[src/rtl/envelope_generator.sv]
// ADSR envelope generator stepped once per lrclk rising edge in the bclk domain.
// Output is a non-negative signed envelope in 0..2^(BITSIZE-1)-1.
module envelope_generator #(
    parameter int BITSIZE = 16
) (
    input  logic               bclk,
    input  logic               rst_n,
    input  logic               lrclk,
    input  logic               gate,
    input  logic [BITSIZE-1:0] attack_rate,
    input  logic [BITSIZE-1:0] decay_rate,
    input  logic [BITSIZE-1:0] sustain_level,
    input  logic [BITSIZE-1:0] release_rate,
    output logic [BITSIZE-1:0] out,
    output logic [2:0]         state,
    output logic               active,
    output logic               done
);

    typedef enum logic [2:0] {
        IDLE    = 3'd0,
        ATTACK  = 3'd1,
        DECAY   = 3'd2,
        SUSTAIN = 3'd3,
        RELEASE = 3'd4
    } state_e;

    localparam logic [BITSIZE-2:0] MAX    = '1;
    localparam logic [BITSIZE:0]   ZERO_X = '0;

    state_e             state_q, state_d;
    logic [BITSIZE-2:0] level_q, level_d;
    logic               lrclk_q;
    logic               done_q, done_d;
    logic               active_q, active_d;

    logic               tick;
    logic [BITSIZE-2:0] sus_lvl;
    logic [BITSIZE:0]   att_sum, dec_diff, rel_diff;

    assign tick    = lrclk & ~lrclk_q;
    // Negative sustain clamps to 0; the positive range already fits below MAX.
    assign sus_lvl = sustain_level[BITSIZE-1] ? '0 : sustain_level[BITSIZE-2:0];

    // One extra bit beyond BITSIZE keeps the sign of an underflowing subtraction.
    assign att_sum  = {2'b00, level_q} + {1'b0, attack_rate};
    assign dec_diff = {2'b00, level_q} - {1'b0, decay_rate};
    assign rel_diff = {2'b00, level_q} - {1'b0, release_rate};

    always_comb begin
        state_d = state_q;
        level_d = level_q;
        done_d  = 1'b0;
        if (tick) begin
            case (state_q)
                IDLE: begin
                    if (gate) state_d = ATTACK;
                end
                ATTACK: begin
                    if (!gate) begin
                        state_d = RELEASE;
                    end else if (att_sum >= {2'b00, MAX}) begin
                        level_d = MAX;
                        state_d = DECAY;
                    end else begin
                        level_d = att_sum[BITSIZE-2:0];
                    end
                end
                DECAY: begin
                    if (!gate) begin
                        state_d = RELEASE;
                    end else if ($signed(dec_diff) <= $signed({2'b00, sus_lvl})) begin
                        level_d = sus_lvl;
                        state_d = SUSTAIN;
                    end else begin
                        level_d = dec_diff[BITSIZE-2:0];
                    end
                end
                SUSTAIN: begin
                    if (!gate) state_d = RELEASE;
                    else       level_d = sus_lvl;
                end
                RELEASE: begin
                    if (gate) begin
                        state_d = ATTACK;
                    end else if ($signed(rel_diff) <= $signed(ZERO_X)) begin
                        level_d = '0;
                        state_d = IDLE;
                        done_d  = 1'b1;
                    end else begin
                        level_d = rel_diff[BITSIZE-2:0];
                    end
                end
                default: begin
                    state_d = IDLE;
                    level_d = '0;
                end
            endcase
        end
        active_d = (state_d != IDLE);
    end

    always_ff @(posedge bclk or negedge rst_n) begin
        if (!rst_n) begin
            state_q  <= IDLE;
            level_q  <= '0;
            lrclk_q  <= 1'b0;
            done_q   <= 1'b0;
            active_q <= 1'b0;
        end else begin
            state_q  <= state_d;
            level_q  <= level_d;
            lrclk_q  <= lrclk;
            done_q   <= done_d;
            active_q <= active_d;
        end
    end

    assign out    = {1'b0, level_q};
    assign state  = state_q;
    assign active = active_q;
    assign done   = done_q;

endmodule

[config.mk]
export PLATFORM = sky130hd
export DESIGN_NAME = envelope_generator
export DESIGN_NICKNAME = d
export VERILOG_FILES = /design/src/rtl/envelope_generator.sv
export SDC_FILE = /design/constraint.sdc
export NUM_CORES = 1
export LEC_CHECK = 0
export ABC_CLOCK_PERIOD_IN_PS = 6400
export BUFFER_PORTS_ARGS = -buffer_cell sky130_fd_sc_hd__buf_2
export CORE_ASPECT_RATIO = 1.4
export CORE_UTILIZATION = 40
export CTS_CLUSTER_DIAMETER = 30
export DETAILED_ROUTE_END_ITERATION = 10
export GPL_TIMING_DRIVEN = 0
export PLACE_DENSITY_LB_ADDON = 0.2
export SYNTH_ARGS = -nofsm -noshare
export SYNTH_HDL_FRONTEND = slang
export SYNTH_SLANG_ARGS = --single-unit
export TNS_END_PERCENT = 20
[constraint.sdc]
create_clock -name bclk -period 6.4 [get_ports bclk]
set_input_delay 0.32 -clock bclk [delete_from_list [all_inputs] [get_ports bclk]]
set_output_delay 0.32 -clock bclk [all_outputs]
set_load 0.02 [all_outputs]
Word-level counts from Yosys, hierarchy flattened
Cells that the tools add are included.
{"block": "totals", "output_inout_bits": 21, "in_bits": 68, "ff_bits": 21, "elab_cells": 48}
{"block": "op_classes", "muxes": 23, "reduce_logical": 3, "n_eq_ne": 8, "bitwise": 3, "magnitude_cmp": 3, "add_sub_neg": 3}
{"op": "$mux 15", "n": 8}
{"op": "$pmux 15 s5", "n": 1}
{"op": "$sub 15x16->17", "n": 2}
{"op": "$mux 3", "n": 9}
{"op": "$add 15x16->17", "n": 1}
{"op": "$ge 17x15->1 const B", "n": 1}
{"op": "$le 17x1->1 const B", "n": 1}
{"op": "$le 17x16->1", "n": 1}
{"op": "$pmux 3 s5", "n": 1}
{"op": "$ne 2x2->1 const B", "n": 4}
{"op": "$eq 3x2->1 const B", "n": 2}
{"op": "$reduce_and 6->1", "n": 1}
{"op": "$mux 1", "n": 4}
{"op": "$eq 3x1->1 const B", "n": 1}
{"op": "$eq 3x3->1 const B", "n": 1}
{"op": "$logic_not 3->1", "n": 1}
{"op": "$reduce_bool 3->1", "n": 1}
{"op": "$not 1->1", "n": 2}
{"op": "$and 1x1->1", "n": 1}

Logic depth before layout (Yosys ltp)
Gate-level depths: netlist (run 1).
{"block": "logic_depth", "word_depth": 7, "mapped_depth": 22, "mapped_depth_nobuf": 20}

Least setup slack after synthesis (run 1)
Ideal clock, no wire load.
{"block": "synth_timing", "path_kind": "reg-to-reg", "from": "reg level_q[0]", "to": "reg level_q[0]", "setup_slack_ps": 1777, "required_time_ps": 6274, "period_less_slack_ps": 4623, "stages_incl_launch_ff": 21, "arrival_time_ps": 4497, "setup_time_ps": 126, "path_buffers": 0, "path_cell_list": "dfrtp_1 inv_1 ha_1 inv_1 fa_1 a21o_1 a31o_2 o2bb2ai_1 nor4_1 a21oi_1 xor2_1 ha_1 nand2_1 or3_1 a31oi_1 a22oi_1 a221oi_1 and2b_1 mux2_1 a221o_1 a221o_1"}
{"block": "synth_between", "elab_chain_cells": 5, "elab_cells_between_ends": 13, "cone_classes": "add/sub (3); order compare (3); mux (7)"}
{"item": "from (decl)", "line": "32", "source": "logic [BITSIZE-2:0] level_q, level_d;"}
{"item": "from (signal assigned)", "line": "112", "source": "level_q <= level_d;"}
{"item": "$sub 15x16->17, or another cell as far along", "line": "48", "source": "assign rel_diff = {2'b00, level_q} - {1'b0, release_rate};"}
{"item": "$le 17x1->1, or another cell as far along", "line": "86", "source": "end else if ($signed(rel_diff) <= $signed(ZERO_X)) begin"}
{"item": "$mux 15, on equally long branches", "line": "86, 62, 72"}
{"item": "$mux 15, on equally long branches", "line": "84, 60, 70"}
{"item": "$pmux 15 s5 (*)", "line": "55", "source": "case (state_q)"}
Every way passes the cells marked *; elsewhere a longest branch is shown, timed or not. The select of a mux whose other input is x is not followed.
A chain may end at the register's enable or synchronous reset.

Worst setup path after layout (run 1)
{"block": "layout_timing", "from": "reg level_q[4]", "to": "reg level_q[0]"}
The elaborated chain is that of the path after synthesis.

==> impl_metrics.toml, run 1 <==
[sta]
min_period_over_period_pct = 87.2
rsz0062_at_grt = "false"
slew_violations = 0
setup_tns_ps = 0
max_slew_margin_pct = 47.0
setup_viol_count_final = 0
fmax_ghz = 0.179
fin_crit_ps = 5580
worst_pin_slew_ps = 790
hold_violations = 0
clock_skew_ps = 1.96

[worst_setup_path]
rrSetupSlack_ps = 820
reg2regPathDepth = 17
r2r_end = "level_q[0]"
timing.rr.start = "level_q[4]"
crit_buf_inv = 0
cp_max_fo = 6
crit_arrival_ps = 5720
critPathCaptureType = "flip-flop"
slowest_stage = "a221oi_1"
critPathRequiredTime_ps = 6540
cp_top_family = "compound AO/OA/AOI/OAI gates"
cp_cell_sequence = "ha_1 > a2111o_1 > a31o_2 > o2bb2ai_1 > nor4_1 > a21oi_1 > xor2_1 > ha_1 > nand2_1 > or3_1 > a31oi_1 > a22oi_1 > a221oi_1 > and2b_1 > mux2_1 > a221o_1 > a221o_1"
path_class = "flip-flop to flip-flop"
slowest_delay_ps = 690
critPathLaunchType = "flip-flop"

[cts]
numCtsBuffers = 3
htreeDepth = 1
clock_latency_ps = 250
cts_tree = "yes"
cts_setup_buffers = 0
cts-root-buf = "clkbuf_16"
cts_resized = 0
holdBufCountCts = 0
clock_sinks = 21
path_clk_slew_ps = 60
cts.path.max_buffers = 2

[yosys]
synth_top_cell_area_share_pct = 16.9
synth.avg_cell_area_um2 = 7.59
yosysUniqueCellTypes = 79
synthCells = 586
synth_commonest_cells = "60 x ha_1, 50 x a21oi_1, 50 x nand2_1"
synth_flop_cell = "dfrtp_1"
synth_edf_count = 0
yosysWarnings = 0
synth_most_common_cell = "ha_1"
async_flop_share_pct = 100
synth_fp_nets = 717
synth-seq-area-share_pct = 11.8
synth_top_cell_by_area = "ha_1"
ys_ff_latch = 21
syn_area_um2 = 4450
ys_top_cells_by_area = "ha_1 17%, dfrtp_1 12%, a21oi_1 5.6%"

[route]
vias = 4826
dr.first_iter.drc_count = 277
drcViolationCount = 0
detail-route-antenna-nets = 0
wl_um = 14900
routedWlPerCell_um = 18.3
dr.pass1.iters = 5
viasPerCell = 5.90

[power]
p_per_area_nw_per_um2 = 275
leakage_uw = 0.00251
peakVddDrop_v = 0.0000999

[global_routing]
grt_util_all_layers_pct = 25.6
grt_max_degree = 22
grt_pass1_wl_um = 23300
antenna_found_initial = 1
grt_pass1_vias = 4575
grt-ovfl-total = 0

[floorplan]
die_h_um = 127
dieArea_um2 = 11500
core_area_um2 = 10800
rows = 45
start_util_pct = 41.1
io_pins = 89
die_w_um = 91.1

[flow_run]
drv_cap = 0

[final_layout]
area_growth_pct = 15.5
diodes = 0
drive_gt1_share_pct = 17.0
fin_nets = 809
final_area_um2 = 5140
fin_util_pct = 47.5

[placed_design]
gp_congestion = 0.902
dpl-instance-area_um2 = 5060
port_buffers = 87
dp_hpwl_um = 12500

[outcome]
outcome = "complete, no violations"

[min_path]
hold_class = "input port to asynchronous set/reset pin"
==> per-stage QoR <==
step                power, µW  hold WS (ps)  std cells  setup WS, ps
floorplan                 960          24.4        586          1780
global placement         1240           296        814           924
detailed placement       1260           303        814           879
CTS                      1400          34.6        818           860
global route             1530          57.9        818           565
finish                   1410          21.3        818           817
==> cell type report <==
| class | count | area, µm² |
|---|---|---|
| Clock buffer | 4 | 78.8 |
| Multi-Input combinational cell | 492 | 3620 |
| Buffer | 24 | 116 |
| Tap cell | 141 | 176 |
| Timing Repair Buffer | 87 | 435 |
| Inverter | 49 | 184 |
| Fill cell | 1161 | 5670 |
| Sequential cell | 21 | 526 |
==> flip-flops by register name, summed over array words and instances (netlist names) <==
name and flops:
state 3, level_q 15, done 1, lrclk_q 1
active 1
==> placed cells by master (no fill, tap or decap), types with 9 or more instances in the layout <==
master and instances:
nor3_1 9, nand2_1 50, nand3_1 13, buf_2 88
inv_1 49, a221oi_1 9, xnor2_1 20, nor2_1 30
ha_1 60, o211ai_1 12, xor2_1 16, dfrtp_1 21
nor2b_1 16, o21a_1 10, a21o_1 13, nand2b_1 21
a21oi_1 50, o21ai_0 31, clkbuf_1 15
==> report_power, final <==
part	total [µW]	switching (µW)	internal, µW
combinational	1050	629	420
clock	133	48.2	84.9
sequential	228	66.9	161
total	1410	745	666
==> worst max path at each step <==
stage,slack [ps],end,cells after the start,startpoint
floorplan,1780,level_q[0],20,level_q[0]
global placement,920,level_q[0],17,level_q[4]
detailed placement,880,level_q[0],20,level_q[0]
CTS,860,level_q[0],20,level_q[0]
global route,570,level_q[0],20,level_q[0]
finish,820,level_q[0],17,level_q[4]
==> routing by layer <==
layer / vias to the layer above / GRT usage, % / part of all wire, %
li1: 2379 / - / -
met1: 2242 / 28.9 / 40
met4: 2 / 11.3 / 4.7
met5: - / 0 / 0.067
met3: 39 / 2.04 / 4.7
met2: 164 / 48.5 / 51
==> kinds of logic after synthesis <==
| logic type | count (synthesis) | share of synthesized area, % |
|---|---|---|
| buffers and inverters | 73 | 6.75 |
| multiplexers | 6 | 1.41 |
| AO/OA/AOI/OAI | 197 | 32.2 |
| flip-flops | 21 | 11.8 |
| AND/OR/NAND/NOR | 189 | 22.4 |
| adder cells (fa/ha/maj) | 63 | 18.2 |
| other | 1 | 0.0843 |
| XOR/XNOR | 36 | 7.09 |
(Power assumes the default switching activity.)
==> inputs of run 2 (changes only) <==
--- a/config.mk
+++ b/config.mk
@@ -7,8 +7,10 @@
 export LEC_CHECK = 0
 export ABC_CLOCK_PERIOD_IN_PS = 6400
 export BUFFER_PORTS_ARGS = -buffer_cell sky130_fd_sc_hd__buf_2
+export CELL_PAD_IN_SITES_DETAIL_PLACEMENT = 2
+export CELL_PAD_IN_SITES_GLOBAL_PLACEMENT = 2
 export CORE_ASPECT_RATIO = 1.4
-export CORE_UTILIZATION = 40
+export CORE_UTILIZATION = 33
 export CTS_CLUSTER_DIAMETER = 30
 export DETAILED_ROUTE_END_ITERATION = 10
 export GPL_TIMING_DRIVEN = 0
==> run 2 against run 1 <==
Effect of this change: worst hold slack got worse by 4.9 ps; sequential share of layout area fell by 0.099 points; global-route usage up 1.2 points; critical path depth did not move; largest power group unchanged.
==> impl_metrics.toml, run 2 (synthesis results as in run 1) <==
[outcome]
outcome = "complete, no violations"

[route]
viasPerCell = 5.87
dr.pass1.iters = 5
wl_um = 18400
routedWlPerCell_um = 21.5
detail-route-antenna-nets = 0
vias = 5017
dr.first_iter.drc_count = 126
drcViolationCount = 0

[floorplan]
dieArea_um2 = 13900
die_w_um = 100
rows = 49
io_pins = 89
start_util_pct = 34.2
die_h_um = 139
core_area_um2 = 13000

[worst_setup_path]
critPathCaptureType = "flip-flop"
crit_arrival_ps = 6090
cp_max_fo = 6
critPathLaunchType = "flip-flop"
path_class = "flip-flop to flip-flop"
critPathRequiredTime_ps = 6550

[sta]
fin_crit_ps = 5940
worst_pin_slew_ps = 1040
hold_violations = 0
fmax_ghz = 0.168
setup_viol_count_final = 0
min_period_over_period_pct = 92.9
clock_skew_ps = 6.71
rsz0062_at_grt = "false"
max_slew_margin_pct = 30.6
slew_violations = 0
setup_tns_ps = 0

[cts]
holdBufCountCts = 0
cts_resized = 0
clock_latency_ps = 270
cts-root-buf = "clkbuf_16"
htreeDepth = 1
cts_setup_buffers = 0
cts_tree = "yes"
path_clk_slew_ps = 60
numCtsBuffers = 3
cts.path.max_buffers = 2
clock_sinks = 21

[final_layout]
multi_input_area_um2 = 3620
area_growth_pct = 16.7
layout_commonest_cell = "buf_2"
seq_area_um2 = 526
fin_nets = 809
regMostFlops = "level_q"
final_cell_mix = "88 x buf_2, 60 x ha_1, 50 x a21oi_1, 50 x nand2_1, 49 x inv_1"
drive_gt1_share_pct = 17.1
diodes = 0
fillers = 1578
fin_util_pct = 39.9
final_area_um2 = 5190
largest_reg_flops = 15

[placed_design]
dpl-instance-area_um2 = 5100
port_buffers = 87
dp_hpwl_um = 15500
gp_congestion = 0.905

[flow_run]
drv_cap = 0

[power]
p_per_area_nw_per_um2 = 284
p_total_uw = 1470
leakage_uw = 0.00251
peakVddDrop_v = 0.0000932

[global_routing]
grt_pass1_vias = 5457
grt_pass1_wl_um = 28900
grt_util_all_layers_pct = 26.8
grt_max_degree = 22
grt-ovfl-total = 0
antenna_found_initial = 0

[min_path]
hold_class = "input port to asynchronous set/reset pin"
[run 2: final timing paths]
path                             from         end  slack [ps]  cells after the start
hold / removal                  rst_n    state[0]          20                      1
min in group bclk               lrclk     lrclk_q         190                      1
hold reg to reg               lrclk_q    state[1]         670                      3
setup / recovery           level_q[4]  level_q[0]         460                     17
max in group asynchronous       rst_n  level_q[1]        6040                      1
setup reg to reg           level_q[4]  level_q[0]         460                     17
[run 2: metal layers]
layer,global-route usage [%],routed length [µm],vias up,part of all wire (%)
li1,-,-,2382,-
met1,29.1,7150,2465,39
met2,51.9,9800,130,53
met3,2.41,681,40,3.7
met4,10.9,724,0,3.9
met5,0,0,-,0
[run 2: final cells by class]
| class | count | share of cell area (%) |
|---|---|---|
| Multi-Input combinational cell | 492 | 69.8 |
| Sequential cell | 21 | 10.1 |
| Timing Repair Buffer | 87 | 8.39 |
| Tap cell | 178 | 4.29 |
| Inverter | 49 | 3.55 |
| Buffer | 24 | 2.24 |
| Clock buffer | 3 | 1.45 |
| Clock inverter | 1 | 0.145 |
[run 2: metrics by stage]
stage | cells | setup WS (ps) | hold WS [ps]
2_1_floorplan | 586 | 1780 | 24.4
3_3_place_gp | 851 | 767 | 306
3_5_place_dp | 851 | 559 | 315
4_1_cts | 855 | 428 | 33.3
5_1_grt | 855 | 229 | 49.3
6_report | 855 | 456 | 16.4
[run 2: worst max-delay path, cell delays in order, from the launching register on]
cell	delay, ps
dfrtp_1	630
ha_1	380
a2111o_1	500
a31o_2	250
o2bb2ai_1	170
nor4_1	210
a21oi_1	100
xor2_1	180
ha_1	340
nand2_1	80
or3_1	370
a31oi_1	170
a22oi_1	100
a221oi_1	900
and2b_1	370
mux2_1	420
a221o_1	340
a221o_1	310
[run 2: power by group]
group | internal, µW | switching [µW]
Clock | 84.9 | 55.7
Combinational | 423 | 676
Sequential | 161 | 71.7
